[src/rtl/serial_addsub_fsm.sv]
// Bit-serial LSB-first adder/subtractor with word framing and end-of-word CB/OVF flags.
// One-cycle latency from accepting edge to D/D_VALID; IN_VALID=0 stalls the word, START aborts and restarts.
module serial_addsub_fsm #(
  parameter int WIDTH = 8
) (
  input  logic CLK,
  input  logic CLR,
  input  logic START,
  input  logic MODE,
  input  logic IN_VALID,
  input  logic X,
  input  logic Y,
  output logic BUSY,
  output logic D,
  output logic D_VALID,
  output logic DONE,
  output logic CB,
  output logic OVF
);

  localparam int CNT_W = $clog2(WIDTH);
  localparam logic [CNT_W-1:0] LAST = CNT_W'(WIDTH - 1);

  typedef enum logic {IDLE, RUN} state_t;

  state_t           state;
  logic [CNT_W-1:0] cnt;
  logic             c;
  logic             mode;

  logic y_eff;
  logic d_bit;
  logic c_next;
  logic ovf_bit;

  // y_eff is the operand actually added, so overflow uses one rule for both modes
  always_comb begin
    y_eff   = Y ^ mode;
    d_bit   = X ^ Y ^ c;
    c_next  = mode ? ((~X & Y) | (c & ~(X ^ Y)))
                   : ((X & Y) | (c & (X ^ Y)));
    ovf_bit = (X == y_eff) && (d_bit != X);
  end

  always_ff @(posedge CLK or posedge CLR) begin
    if (CLR) begin
      state   <= IDLE;
      cnt     <= '0;
      c       <= 1'b0;
      mode    <= 1'b0;
      BUSY    <= 1'b0;
      D       <= 1'b0;
      D_VALID <= 1'b0;
      DONE    <= 1'b0;
      CB      <= 1'b0;
      OVF     <= 1'b0;
    end else begin
      D_VALID <= 1'b0;
      DONE    <= 1'b0;
      // START wins in both states: arm (or re-arm) and drop any same-cycle bit
      if (START) begin
        state <= RUN;
        BUSY  <= 1'b1;
        cnt   <= '0;
        c     <= 1'b0;
        mode  <= MODE;
        CB    <= 1'b0;
        OVF   <= 1'b0;
      end else if (state == RUN && IN_VALID) begin
        D       <= d_bit;
        D_VALID <= 1'b1;
        c       <= c_next;
        if (cnt == LAST) begin
          state <= IDLE;
          BUSY  <= 1'b0;
          cnt   <= '0;
          DONE  <= 1'b1;
          CB    <= c_next;
          OVF   <= ovf_bit;
        end else begin
          cnt <= cnt + CNT_W'(1);
        end
      end
    end
  end

endmodule
[config.mk]
export PLATFORM = sky130hd
export DESIGN_NAME = serial_addsub_fsm
export DESIGN_NICKNAME = d
export VERILOG_FILES = /design/src/rtl/serial_addsub_fsm.sv
export SDC_FILE = /design/constraint.sdc
export NUM_CORES = 1
export LEC_CHECK = 0
export ABC_AREA = 0
export CORE_AREA = 5 5 42 44
export CTS_BUF_LIST = sky130_fd_sc_hd__clkbuf_8
export DETAILED_ROUTE_END_ITERATION = 8
export DIE_AREA = 0 0 47 49
export DONT_BUFFER_PORTS = 1
export PLACE_DENSITY = 0.59
export SLEW_MARGIN = 10
export SYNTH_ARGS = -nofsm -noshare
export SYNTH_HDL_FRONTEND = slang
export SYNTH_SLANG_ARGS = --single-unit
[constraint.sdc]
create_clock -name CLK -period 2.9 [get_ports CLK]
set_input_delay 0.29 -clock CLK [delete_from_list [all_inputs] [get_ports CLK]]
set_output_delay 0.29 -clock CLK [all_outputs]
set_load 0.005 [all_outputs]
* Yosys cells after proc, flatten, opt, wreduce, memory -nomap -nowiden
Cells that the tools add are included.
** Storage, ports and cells
- Flip-flop bits (word level) :: 11
- Input port bits :: 7
- Output and inout bits :: 6
- Word-level logic and storage cells :: 51
** Operators by class
- $add $sub $neg :: 1
- Equal/unequal tests :: 3
- Mux-type cells :: 20
- Bitwise logic cells :: 12
- Reductions and logical operators :: 6
** Operators with widths (number)
- $mux W1 :: 17
- $mux W3 :: 3
- $and A1 B1 Y1 :: 4
- $reduce_and A2 Y1 :: 2
- $reduce_bool A2 Y1 :: 2
- $add A3 B1 Y3 const B :: 1
- $eq A3 B3 Y1 const B :: 1
- $not A1 Y1 :: 3
- $xor A1 B1 Y1 :: 3
- $logic_and A1 B1 Y1 :: 2
- $or A1 B1 Y1 :: 2
- $eq A1 B1 Y1 :: 1
- $ne A1 B1 Y1 :: 1

* Logic depth before layout (Yosys ltp)
- Depth after elaboration :: 8
- Depth in mapped cells :: 5
- Mapped depth without buffers :: 5

* Worst setup path after synthesis
Ideal clock, no wire load.
- Path type :: input to register
- Start point :: in X
- End point :: reg OVF
- Library setup time :: 0.096 ns
- Arrival :: 1.459 ns
- Data required time :: 2.804 ns
- Path slack :: 1.346 ns
- Stages on the path :: 4
- Path buffers :: 0
- Cell sequence :: inv_1 fa_1 or3_1 a311oi_2
** Between the ends
- Longest elaborated chain between the ends :: 7
** RTL lines
- start: declaration :: RTL line 11 : input logic X,
- $xor A1 B1 Y1 (2 in series) :: RTL line 39 : d_bit = X ^ Y ^ c;
- $ne A1 B1 Y1 :: RTL line 42 : ovf_bit = (X == y_eff) && (d_bit != X);
- $logic_and A1 B1 Y1 (*) :: RTL line 42
- $mux W1 (*) :: RTL line 73 : if (cnt == LAST) begin
- $mux W1 (*) :: RTL line 69 : end else if (state == RUN && IN_VALID) begin
- $mux W1 (*) :: RTL line 61 : if (START) begin
- end signal: assignment :: RTL line 79 : OVF <= ovf_bit;
- end: declaration :: RTL line 18 : output logic OVF
Mark *: on every way between the ends. The rest lies on a longest branch, timed or not. The select of a mux whose other input is x is not followed.
A chain may end at the register's enable or synchronous reset.

* Final worst setup path
- Start point :: reg c
- End point :: reg OVF
** Between the ends
- Longest elaborated chain between the ends :: 6
** RTL lines
- start: declaration :: RTL line 28 : logic c;
- start signal: assignment :: RTL line 72 : c <= c_next;
- $xor A1 B1 Y1 :: RTL line 39
- $ne A1 B1 Y1 :: RTL line 42
- $logic_and A1 B1 Y1 :: RTL line 42
- $mux W1 :: RTL line 73
- $mux W1 :: RTL line 69
- $mux W1 :: RTL line 61
No other way between the ends. The select of a mux whose other input is x is not followed.

==> qor.log <==
qor: outcome.run_status complete, no violations
qor: clocking.cts_buffers 3
qor: sta.timing.final.setup_violations 0
qor: floorplanning.initial_utilization 0.388
qor: synth.synth-edff-count 0
qor: global_route.grt_max_degree 13
qor: setup_path.critical_path_peak_fanout 3
qor: floorplanning.design.portCount 13
qor: detailed_routing.routed_wire_length_per_instance 12.8 um
qor: power.total_switching_power 74.6 uW
qor: floorplanning.fp.dieArea 0.00230 mm^2
qor: sta.hold_viol 0
qor: power.power.internal 269 uW
qor: synth.async_flop_share 1.00
qor: floorplanning.row_count 14
qor: floorplanning.die_h 49 um
qor: clocking.clock-root-buffer clkbuf_8
qor: detailed_routing.avgViaCountPerCell 5.04
qor: sta.worst_pin_slew 412 ps
qor: sta.fin_worst_hold_slack 119 ps
qor: run.maxCapViolCount 0
qor: synth.post-synth-top-area-fraction 0.507
qor: finish.final_layout_size_suffix_gt1_frac 0.0714
qor: sta.setup_total_neg_slack 0 ps
qor: synth.syn-cell-area 543 um^2
qor: power.vdd_ir_drop_max 0.283 mV
qor: sta.period_needed 1610 ps
qor: global_route.grt_pass1_wl 1.60 mm
qor: global_route.grt_pass1_vias 377
qor: setup_path.critical_path.endpoint_type flop
qor: synth.netlist-cell-type-count 21
qor: place.port_buffers 0
qor: synth.post_synth.cell_area_avg 10.4 um^2
qor: floorplanning.dieWidth 47 um
qor: setup_path.worstSetupPathType reg2reg
qor: global_route.track_usage 0.0932
qor: synth.yosysTopAreaCell dfrtp_1
qor: min_path.hold_class in2reg
qor: detailed_routing.wl 918 um
qor: power.share_clk_of_total_power 0.419
qor: detailed_routing.drc_errors 0
qor: clocking.post_cts_setup_buffer_count 0
qor: synth.synth_ff_type dfrtp_1
qor: place.dp_hpwl 740 um
qor: synth.yosys.cell_count.top_type dfrtp_1
qor: clocking.cts_tree yes
qor: setup_path.crit_required 3030 ps
qor: global_route.grt.overflow.total 0
qor: power.power.share.switching 0.217
qor: power.combPwrFrac 0.090
qor: finish.final_core_utilization 0.438
qor: clocking.max-clock-path-buffers 2
qor: synth.syn-num-nets 63
qor: synth.yosysSeqAreaShare 0.507
qor: synth.synth_seq_cells 11
qor: power.powerDensity 559 mW/mm^2
qor: setup_path.critPathArrivalTime 1740 ps
qor: clocking.clkLatencyLatePin 230 ps
qor: clocking.cts_hold_buffers 1
qor: clocking.h-tree-depth 1
qor: clocking.cts_num_sinks 11
qor: clocking.cts-resized-gates 0
qor: clocking.clkTransAtPathRegs 50 ps
qor: synth.post_synth_most_frequent_cells dfrtp_1 (11), nand2_1 (6), nand3_1 (5), nor2_1 (5)
qor: detailed_routing.drt_iter0_drc 0
qor: power.pwr-share-seq 0.491
qor: detailed_routing.ant_nets 0
qor: sta.max_clock_freq 0.622 GHz
qor: global_route.antenna_found_initial 0
qor: sta.grt_setup_unrepaired false
qor: detailed_routing.detailroute.via_count 363
qor: power.p_total 344 uW
qor: sta.layout_worst_path_cycle_share 0.554
qor: synth.synth_warnings 0
qor: finish.final_antenna_diode_count 0
qor: floorplanning.fp.coreArea 0.00140 mm^2
qor: place.gpl.final_weighted_congestion 0.678
qor: synth.synthesis.instances 52
qor: finish.design_area 614 um^2
qor: synth.yosys-top-cells-area dfrtp_1 (51%), fa_1 (7.4%), ha_1 (4.6%), nand3_1 (4.6%), nand2_1 (4.1%)
qor: finish.area_growth_syn_to_layout 13.1%
qor: place.dpl-instance-area 559 um^2
qor: sta.slew_violations 0
qor: detailed_routing.drt_first_pass_iters 1
qor: setup_path.cp-start-kind flop
qor: sta.final.setup_skew 0.662 ps
qor: sta.max-slew-margin-rel 0.725
qor: finish.number_of_fill_cells 133
qor: power.power_leakage 0.285 nW
qor: finish.design.final.nets 68
-- critical path: stages, from the launching register on --
cell and delay [ps]:
dfrtp_1 390, fa_1 470, or3_1 380, a311oi_2 270
-- registers in the layout, summed over array words and instances (netlist names) --
register,cells
D_VALID,1
state,1
CB,1
cnt,3
DONE,1
D,1
OVF,1
c,1
mode,1
-- layout by cell type (no fill, tap or decap) --
cell type / n
a21o_1: 1
a21oi_1: 4
a311oi_2: 1
and3_1: 1
clkbuf_8: 3
dfrtp_1: 11
dlygate4sd3_1: 1
fa_1: 2
ha_1: 2
inv_1: 5
mux2_1: 1
mux2i_1: 1
nand2_1: 6
nand2b_1: 1
nand3_1: 5
nand4_1: 1
nor2_1: 5
o21ai_1: 1
o31ai_1: 1
or2b_1: 1
or3_1: 1
xor2_1: 1
-- area by class of cell --
cell class	count	area, um^2	share of cell area
repair buffers	1	10.0	0.0163
clock buffers	3	41.3	0.0672
inverters	4	15.0	0.0244
flip-flops and latches	11	275	0.448
clock inverters	1	3.75	0.00611
multi-input cells	36	249	0.405
well taps	16	20.0	0.0326
-- cells by family (layout without fill, tap and decap cells) --
| family | count (synthesis) | count (layout) | synth area share |
|---|---|---|---|
| AOI/OAI and AO/OA | 8 | 8 | 0.101 |
| buffers and inverters | 5 | 9 | 0.0345 |
| DFF | 11 | 11 | 0.507 |
| adders and majority gates | 4 | 4 | 0.120 |
| xor gates and xnor gates | 1 | 1 | 0.0161 |
| and+or+nand+nor | 21 | 21 | 0.182 |
| muxes | 2 | 2 | 0.0392 |
-- path summary, 6_finish.rpt --
check / from / to / slack, ps / cells after the start
max in group asynchronous: CLR / c / 2120 / 2
worst max register to register: c / OVF / 1290 / 3
worst max-delay path: c / OVF / 1290 / 3
min in group asynchronous: CLR / cnt[2] / 490 / 2
worst min register to register: cnt[1] / cnt[1] / 530 / 2
worst min-delay path: START / cnt[2] / 120 / 1
-- power groups by stage --
| stage | clock network, mW | logic (mW) | registers, mW |
|---|---|---|---|
| after floorplan | 0 | 0.0277 | 0.169 |
| after global placement | 0 | 0.0304 | 0.171 |
| after detailed placement | 0 | 0.0306 | 0.172 |
| after CTS | 0.149 | 0.0320 | 0.169 |
| after global routing | 0.155 | 0.0370 | 0.170 |
| final | 0.144 | 0.0311 | 0.169 |
-- metrics by stage --
step                      setup slack [ps]  instances
after floorplan                       1350         52
after global placement                1330         67
after detailed placement              1280         67
after CTS                             1280         72
after global routing                  1230         72
final                                 1290         72
-- routing by layer --
metal / vias to the layer above / global-route usage / wire, um
met5: - / 0 / 0
met4: 0 / 0.0276 / 0
met3: 0 / 0.0369 / 39
met2: 7 / 0.154 / 500
met1: 173 / 0.107 / 378
li1: 183 / - / -
No activity file was read; power rests on OpenSTA's default activity.
